--- config.mk ---
export PLATFORM = sky130hd
export DESIGN_NAME = router_pkt_tx
export DESIGN_NICKNAME = d
export VERILOG_FILES = /design/src/rtl/router_pkg.sv /design/src/rtl/pkt_buffer.sv /design/src/rtl/router_pkt_tx.sv
export SDC_FILE = /design/constraint.sdc
export NUM_CORES = 1
export LEC_CHECK = 0
export CORE_MARGIN = 4
export CORE_UTILIZATION = 45
export DETAILED_ROUTE_END_ITERATION = 10
export PLACE_DENSITY = 0.7
export SLEW_MARGIN = 20
export SYNTH_ARGS = -nofsm -noshare
export SYNTH_HDL_FRONTEND = slang
export SYNTH_HIERARCHICAL = 1
export SYNTH_SLANG_ARGS = --single-unit
--- constraint.sdc ---
create_clock -name clk -period 3.6 [get_ports clk]
set_input_delay 0.72 -clock clk [delete_from_list [all_inputs] [get_ports clk]]
set_output_delay 0.72 -clock clk [all_outputs]
set_load 0.01 [all_outputs]
--- src/rtl/router_pkg.sv ---
// ============================================================================
// Module      : router_pkg
// Description : Shared constants, FSM state encoding and header helper for
//               the router packet transmitter.
// Revision    : 1.0 - initial release
// ============================================================================
`default_nettype none

package router_pkg;

    localparam int MAX_PLD_LEN  = 63;
    localparam int HDR_LEN_MSB  = 7;
    localparam int HDR_LEN_LSB  = 2;
    localparam int HDR_ADDR_MSB = 1;
    localparam int HDR_ADDR_LSB = 0;

    localparam logic [1:0] ADDR_INVALID = 2'd3;

    typedef enum logic [2:0] {
        S_IDLE    = 3'd0,
        S_HEADER  = 3'd1,
        S_PAYLOAD = 3'd2,
        S_PARITY  = 3'd3,
        S_CHECK   = 3'd4,
        S_DONE    = 3'd5
    } tx_state_e;

    function automatic logic [7:0] make_header(input logic [5:0] len,
                                               input logic [1:0] addr);
        logic [7:0] hdr;
        hdr                           = '0;
        hdr[HDR_LEN_MSB:HDR_LEN_LSB]   = len;
        hdr[HDR_ADDR_MSB:HDR_ADDR_LSB] = addr;
        return hdr;
    endfunction

endpackage

`default_nettype wire

--- src/rtl/pkt_buffer.sv ---
// ============================================================================
// Module      : pkt_buffer
// Description : 64x8 payload register file with write pointer/count, read
//               pointer and full flag.
// Revision    : 1.0 - initial release
// ============================================================================
`default_nettype none

module pkt_buffer
    import router_pkg::*;
(
    input  logic       clk,
    input  logic       rstn,
    input  logic       wr_en,
    input  logic [7:0] wr_data,
    input  logic       rd_inc,
    input  logic       clr,
    output logic [7:0] rd_data,
    output logic [5:0] count,
    output logic [5:0] rd_ptr,
    output logic       full
);

    logic [7:0] mem_q [64];
    logic [5:0] wr_ptr_q;
    logic [5:0] count_q;
    logic [5:0] rd_ptr_q;
    logic       w_wr;

    assign full    = (count_q == 6'(MAX_PLD_LEN));
    assign w_wr    = wr_en && !full;
    assign rd_data = mem_q[rd_ptr_q];
    assign count   = count_q;
    assign rd_ptr  = rd_ptr_q;

    // Storage is not reset: contents are meaningless once count is cleared.
    always_ff @(posedge clk) begin
        if (w_wr) begin
            mem_q[wr_ptr_q] <= wr_data;
        end
    end

    always_ff @(posedge clk or negedge rstn) begin
        if (!rstn) begin
            wr_ptr_q <= '0;
            count_q  <= '0;
            rd_ptr_q <= '0;
        end else if (clr) begin
            wr_ptr_q <= '0;
            count_q  <= '0;
            rd_ptr_q <= '0;
        end else begin
            if (w_wr) begin
                wr_ptr_q <= wr_ptr_q + 6'd1;
                count_q  <= count_q + 6'd1;
            end
            if (rd_inc) begin
                rd_ptr_q <= rd_ptr_q + 6'd1;
            end
        end
    end

endmodule

`default_nettype wire

--- src/rtl/router_pkt_tx.sv ---
// ============================================================================
// Module      : router_pkt_tx
// Description : Buffers a payload and transmits header, payload and parity to
//               a router, then samples the router's error line.
// Revision    : 1.0 - initial release
// ============================================================================
`default_nettype none

module router_pkt_tx
    import router_pkg::*;
#(
    parameter int CHECK_CYCLES = 3
) (
    input  logic       clk,
    input  logic       rstn,
    input  logic       pld_wr,
    input  logic [7:0] pld_data,
    input  logic       start,
    input  logic [1:0] dest_addr,
    input  logic       busy,
    input  logic       err,
    output logic [7:0] data_out,
    output logic       pkt_valid,
    output logic       tx_active,
    output logic       buf_full,
    output logic       pkt_done,
    output logic       err_flag
);

    localparam int              CW       = (CHECK_CYCLES > 1) ? $clog2(CHECK_CYCLES) : 1;
    localparam logic [CW-1:0]   CHK_LAST = CW'(CHECK_CYCLES - 1);

    tx_state_e     state_q, state_d;
    logic [1:0]    addr_q, addr_d;
    logic [7:0]    parity_q, parity_d;
    logic [CW-1:0] chk_q, chk_d;
    logic          err_flag_q, err_flag_d;

    logic          w_wr_en;
    logic          w_rd_inc;
    logic          w_clr;
    logic [7:0]    w_rd_data;
    logic [5:0]    w_count;
    logic [5:0]    w_rd_ptr;
    logic [5:0]    w_len;
    logic          w_start_ok;
    logic [7:0]    w_header;

    pkt_buffer u_buf (
        .clk     (clk),
        .rstn    (rstn),
        .wr_en   (w_wr_en),
        .wr_data (pld_data),
        .rd_inc  (w_rd_inc),
        .clr     (w_clr),
        .rd_data (w_rd_data),
        .count   (w_count),
        .rd_ptr  (w_rd_ptr),
        .full    (buf_full)
    );

    assign w_wr_en = pld_wr && (state_q == S_IDLE) && !buf_full;
    // A byte written in the start cycle is part of the packet being launched.
    assign w_len      = w_count + {5'd0, w_wr_en};
    assign w_start_ok = start && (state_q == S_IDLE) && (w_len != 6'd0)
                        && (dest_addr != ADDR_INVALID);
    assign w_header   = make_header(w_count, addr_q);
    assign tx_active  = (state_q != S_IDLE);
    assign err_flag   = err_flag_q;

    always_ff @(posedge clk or negedge rstn) begin
        if (!rstn) begin
            state_q    <= S_IDLE;
            addr_q     <= '0;
            parity_q   <= '0;
            chk_q      <= '0;
            err_flag_q <= 1'b0;
        end else begin
            state_q    <= state_d;
            addr_q     <= addr_d;
            parity_q   <= parity_d;
            chk_q      <= chk_d;
            err_flag_q <= err_flag_d;
        end
    end

    always_comb begin
        state_d    = state_q;
        addr_d     = addr_q;
        parity_d   = parity_q;
        chk_d      = chk_q;
        err_flag_d = err_flag_q;
        w_rd_inc   = 1'b0;
        w_clr      = 1'b0;
        data_out   = 8'd0;
        pkt_valid  = 1'b0;
        pkt_done   = 1'b0;

        unique case (state_q)
            S_IDLE: begin
                if (w_start_ok) begin
                    state_d    = S_HEADER;
                    addr_d     = dest_addr;
                    parity_d   = 8'd0;
                    err_flag_d = 1'b0;
                end
            end
            S_HEADER: begin
                data_out  = w_header;
                pkt_valid = 1'b1;
                if (!busy) begin
                    parity_d = parity_q ^ w_header;
                    state_d  = S_PAYLOAD;
                end
            end
            S_PAYLOAD: begin
                data_out  = w_rd_data;
                pkt_valid = 1'b1;
                if (!busy) begin
                    parity_d = parity_q ^ w_rd_data;
                    w_rd_inc = 1'b1;
                    if (w_rd_ptr == (w_count - 6'd1)) begin
                        state_d = S_PARITY;
                    end
                end
            end
            S_PARITY: begin
                data_out = parity_q;
                if (!busy) begin
                    state_d = S_CHECK;
                    chk_d   = '0;
                end
            end
            S_CHECK: begin
                if (err) begin
                    err_flag_d = 1'b1;
                end
                if (chk_q == CHK_LAST) begin
                    state_d = S_DONE;
                end else begin
                    chk_d = chk_q + CW'(1);
                end
            end
            S_DONE: begin
                pkt_done = 1'b1;
                w_clr    = 1'b1;
                parity_d = 8'd0;
                state_d  = S_IDLE;
            end
            default: begin
                state_d = S_IDLE;
            end
        endcase
    end

endmodule

`default_nettype wire

Word-level counts from Yosys, hierarchy flattened:

Memory sizes are Yosys's and may differ from the RTL's.
Cells that the tools add are included.

* register bits after elaboration: 34
* memory bits (writable): 512
* output and inout bits: 13
* logic and storage cells: 85
* memories: 1

Memory list
* u_buf.mem_q: words 64, width 8, rd ports 1, clocked after memory_dff 0, write ports 1, RTL line pkt_buffer.sv:24 `logic [7:0] mem_q [64];`

* add/subtract/negate cells: 6
* equal/unequal tests: 17
* mux-type cells: 30
* bitwise gates (word level): 2
* reductions and logical operators: 21

Operators by type and width (number)
* $mux 6: 6
* $pmux 8 s4: 1
* $mux 8: 3
* $pmux 8 s3: 1
* $add 6x1->6 const B: 3
* $mux 3: 6
* $ne 2x2->1 const B: 9
* $xor 8x8->8: 2
* $pmux 3 s5: 1
* $mux 1: 8
* $reduce_bool 2->1: 4
* $add 6x1->6: 1
* $eq 3x2->1 const B: 2
* $eq 3x3->1 const B: 2
* $eq 6x6->1: 1
* $eq 6x6->1 const B: 1
* $logic_and 1x1->1: 6
* $reduce_and 3->1: 2
* $reduce_and 6->1: 1
* $reduce_bool 6->1: 1
* $sub 6x1->6 const B: 1
* $mux 2: 2
* $pmux 2 s2: 1
* $reduce_and 4->1: 1
* other kinds (10): 10

Depth between registers and ports, before layout:

* word-level depth: 9
* gate-level depth with buffers: 12
* mapped depth without buffers: 10

By module:

Netlist, hierarchy kept.

By module, submodules not included
* pkt_buffer: instances 1, cells each 1063, area an instance 20933.8 um^2, seq. area each 15825.2 um^2
* router_pkt_tx: instances 1, cells each 162, area an instance 1405.1 um^2, seq. area each 400.4 um^2

Worst setup path after synthesis:

Ideal clock, no wire load.

* path kind: register to register
* start: register state_q[0]
* end: memory u_buf.mem_q[61][0] (enable)
* library setup time: 0.370 ns
* data arrival time: 2.554 ns
* data required time: 3.230 ns
* setup slack: 0.676 ns
* stages on the path, launching flop included: 8
* buffers on the path: 2
* cells stage by stage: dfrtp_1 > buf_2 > or3_4 > nor3b_1 > o21a_1 > buf_1 > nand4b_1 > nor2_1

* cells in the longest elaborated chain, start to end: 6

Ends and longest elaborated chain
* from (decl): RTL line router_pkt_tx.sv:33 `tx_state_e state_q, state_d;`
* from (signal assigned): RTL line router_pkt_tx.sv:79 `state_q <= state_d;`
* $logic_not 3->1: RTL line router_pkt_tx.sv:62 `assign w_wr_en = pld_wr && (state_q == S_IDLE) && !buf_full;`
* $logic_and 1x1->1 (2 in a row): RTL line router_pkt_tx.sv:62
* named net w_wr_en: RTL line router_pkt_tx.sv:39 `logic w_wr_en;`
* $logic_and 1x1->1: RTL line pkt_buffer.sv:31 `assign w_wr = wr_en && !full;`
* $mux 1: RTL line pkt_buffer.sv:38 `if (w_wr) begin`
* $mux 1 (implied by the code): RTL line pkt_buffer.sv:39 `mem_q[wr_ptr_q] <= wr_data;`
* to (decl): RTL line pkt_buffer.sv:24

The timed path passes the listed nets, and every way through them passes these cells.

Worst setup path after layout:

* start: register u_buf.rd_ptr_q[1] (netlist: u_buf/rd_ptr[1])
* end: output data_out[0]

* cells in the longest elaborated chain, start to end: 2

Ends and longest elaborated chain
* from (decl): RTL line pkt_buffer.sv:27 `logic [5:0] rd_ptr_q;`
* from (signal assigned): RTL line pkt_buffer.sv:58 `rd_ptr_q <= rd_ptr_q + 6'd1;`
* $mem_v2 64x8
* named net w_rd_data[0]: RTL line router_pkt_tx.sv:42 `logic [7:0] w_rd_data;`
* $pmux 8 s3: RTL line router_pkt_tx.sv:99 `unique case (state_q)`
* to (decl): RTL line router_pkt_tx.sv:22 `output logic [7:0] data_out,`

The timed path passes the listed nets, and every way through them passes these cells.

==> results by group <==
Run status
  – Status: finished, violations left
  – Violated checks: negative setup slack

Job
  – Max Cap Viol: 0

Power and ir drop
  – PnR Total Power: 0.0206 W
  – Pwr dens: 764 nW/um^2
  – Int Pwr: 0.0139 W
  – VDD IR-drop max: 0.363 mV
  – Logic pwr share: 0.379
  – Proportion of power drawn by the clock network: 0.259
  – Switch share: 0.323
  – Flop pwr share: 0.362
  – P_sw: 0.00664 W
  – Static leakage: 9.08 nW

Cells and area
  – Area Overhead vs Synth: 20.6%
  – Antenna Cells: 0
  – Final design utilization: 0.549
  – Final cell count without fillers: 2,116
  – Layout cells sized above 1: 0.317
  – Layout net count: 1,430
  – Number of fill cells: 3,690
  – Cell area after layout: 26,900 um^2

Drt
  – Wire per inst: 25.1 um
  – DRT Pass-1 Iters: 7
  – Post-Route WL: 53,100 um
  – Routed via count: 12,400
  – DRC: 0
  – Antenna Violating Nets Remaining: 0
  – Via-per-instance ratio: 5.86
  – Initial drt markers: 1,291

STA
  – RSZ-0062 raised after global routing: yes
  – Tcrit/Tclk final: 1.07
  – Max-slew headroom: 0.392
  – Final max-slew violation count: 0
  – Tmin final: 3.87 ns
  – Number of setup violations in the final report: 8
  – Clk_skew: 0.0111 ns
  – Final Hold Fails: 0
  – Setup TNS: -1.83 ns
  – Slew @ Worst Pin: 0.913 ns
  – Max frequency: 259 MHz
  – Post-route setup slack: -0.268 ns

Critical path
  – Reg-to-Reg End: parity_q[4]
  – Worst reg2reg path depth: 10
  – Data required time of the worst path: 2.88 ns
  – Max FO, Critical Path: 6
  – Endpoint arrival time on the critical path: 3.15 ns
  – Worst setup startpoint: u_buf/rd_ptr[1]
  – RR Startpoint: u_buf/count[0]
  – Crit path kind: flip-flop to output port
  – Worst Setup End Kind: output port
  – Startpoint Class: flip-flop
  – R2r setup slk: 0.66 ns

Min path
  – HP Start: parity_q[2]
  – Hold Path Sink: parity_q[2]
  – Hold path depth: 1
  – Hold Path Class: flip-flop to flip-flop

Placed design
  – Placed insts: 1,989
  – GPL Wtd Cong: 0.835
  – HPWL after detailed placement: 31,700 um
  – Cell Area, Placed: 24,100 um^2
  – Port bufs: 28

Synth
  – Post-Syn Instances: 1,225
  – Synth Area in XOR/XNOR: 0.00902
  – Cell Area, Synth: 22,300 um^2
  – Compound-Gate Fraction of Synth Area: 0.0543
  – Main combinational cell family by area after synthesis: multiplexers
  – Most common flop cell mapped by yosys: edfxtp_1
  – Post-synthesis register bit count: 546
  – Syn_area_per_cell: 18.2 um^2
  – Adder-cell area share of the yosys netlist: 0.00392
  – Async SR Flop Fraction: 0.0623
  – Sequential share of the synthesized area: 0.726
  – Post-synthesis mux area share: 0.142
  – Yosys warns: 6
  – Count of cell types in the netlist: 62
  – Syn nets: 1,248
  – Post-synth EDFFs: 512
  – Post-Synth Simple-Gate Area: 0.0390

CTS
  – Clock latency at the later pin of the worst-skew pair: 0.60 ns
  – Clock Tree Root: clkbuf_16
  – CTS Buffer Depth: 3
  – Number of clock sinks: 546
  – TritonCTS Buffers: 53
  – CTS tree: built
  – Hold_buf cts: 0
  – Clock slew at reported path FFs: 0.06 ns
  – H-tree depth: 2

Global routing
  – Total GRT Usage: 0.198
  – Initial antenna violation count: 0
  – Pin count of the biggest net entering global routing: 65
  – First-pass GRT wire length: 79,900 um
  – Total grt overflow: 0
  – Vias in the first global route: 12,400

Floorplanning
  – Die width: 231 um
  – Core ar.: 49,100 um^2
  – IO Pins: 29
  – # rows: 81
  – Die Y: 231 um
  – Initial Util: 0.455
  – Die area: 53,300 um^2
-- cell type report --
| type | count | area, um^2 | share of cell area |
|---|---|---|---|
| sequential | 546 | 16200 | 0.603 |
| tap | 664 | 831 | 0.0308 |
| timing repair buffer | 199 | 1960 | 0.0726 |
| inverter | 14 | 52.6 | 0.00195 |
| clock inverter | 36 | 269 | 0.00999 |
| clock buffer | 64 | 1410 | 0.0524 |
| multi-input combinational | 593 | 6180 | 0.230 |
-- cell usage in the layout, fill, tap and decap left out, drive strengths merged, types with 3 or more instances in the layout --
master,instances
edfxtp,512
buf,186
nor2,103
mux2i,102
mux4,83
clkbuf,65
nand2,39
dfrtp,34
clkinv,24
mux2,23
a221oi,23
o22ai,21
o21ai,21
a21oi,19
o221ai,18
inv,16
xor2,14
a211o,14
clkdlybuf4s50,12
nand3,10
a22oi,10
xnor2,9
a31oi,9
o41a,8
a22o,8
ha,7
clkinvlp,7
nand3b,7
nor2b,6
and2,5
nand4,4
or3,4
nor3,3
bufinv,3
-- how the worst max path moves through the flow --
stage	to	slack [ns]	depth (start not counted)
after CTS	data_out[7]	-0.26	10
final	data_out[0]	-0.27	10
after global routing	data_out[2]	-0.37	10
after detailed placement	data_out[5]	-0.32	9
after floorplan	u_buf/mem_q[61][0]	0.68	7
after global placement	data_out[5]	-0.26	9
-- logic make-up after synthesis --
logic type	after synthesis
AO/OA/AOI/OAI	161
XOR/XNOR	23
adder cells (fa/ha/maj)	7
buffers and inverters	87
flip-flops	546
multiplexers	208
AND/OR/NAND/NOR	193
-- power groups by stage --
| stage | clock (W) | sequential [W] | combinational [W] |
|---|---|---|---|
| 2_1_floorplan | 0 | 0.00746 | 0.00419 |
| 3_3_place_gp | 0 | 0.00755 | 0.00615 |
| 3_5_place_dp | 0 | 0.00757 | 0.00624 |
| 4_1_cts | 0.00544 | 0.00744 | 0.00753 |
| 5_1_grt | 0.00570 | 0.00748 | 0.00824 |
| 6_report | 0.00534 | 0.00745 | 0.00780 |
-- critical path, cell delays in order, from the launching register on --
cell and delay (ns):
dfrtp_4 0.55, buf_12 0.17, buf_16 0.14, buf_4 0.13, mux4_2 0.39, o21ai_2 0.08
a22o_4 0.28, a221oi_4 0.39, a22oi_1 0.15, nor2_1 0.12, buf_2 0.15
-- sequential cells by signal (all words and copies together) (netlist names) --
name and cells:
parity_q 8, u_buf/mem_q 512, chk_q 2, err_flag 1, u_buf/count 6, state_q 3
u_buf/rd_ptr 6, u_buf/wr_ptr_q 6, addr_q 2
-- Yosys cell counts (9+ instances only) --
library cell,n,share of area
nand2_1,39,0.0066
a31oi_1,9,0.0025
o21ai_1,17,0.0038
edfxtp_1,512,0.69
buf_2,20,0.0045
a211o_1,14,0.0055
buf_1,9,0.0015
nor2_1,103,0.017
mux2_2,19,0.0096
a22oi_1,10,0.0034
nand3_1,10,0.0022
mux4_2,76,0.077
xor2_1,14,0.0055
o221ai_1,17,0.0067
buf_6,15,0.0076
a21oi_1,19,0.0043
mux2i_1,102,0.046
o22ai_1,21,0.0059
xnor2_1,9,0.0035
inv_1,14,0.0024
clkbuf_1,17,0.0029
a221oi_1,21,0.0082
dfrtp_1,34,0.038
-- what timing repair did --
action,CTS,global route
cloned,10,1
pin swaps,53,36
buffers inserted,23,1
resized for setup,157,22
setup endpoints to repair,8,8
-- layer usage --
layer  vias to the layer above  track usage  wire length (um)
met4                         0       0.0633              1490
met5                         -            0                 0
met1                      6475        0.273             21700
li1                       5334            -                 -
met2                       493        0.319             25800
met3                        96       0.0405              4110
-- per-stage QoR --
step	hold slack, ns	worst slack [ns]
3_3_place_gp	0.461	-0.257
5_1_grt	0.500	-0.371
4_1_cts	0.478	-0.259
6_report	0.476	-0.268
3_5_place_dp	0.470	-0.317
2_1_floorplan	0.424	0.676
No activity file was read; power rests on OpenSTA's default activity.
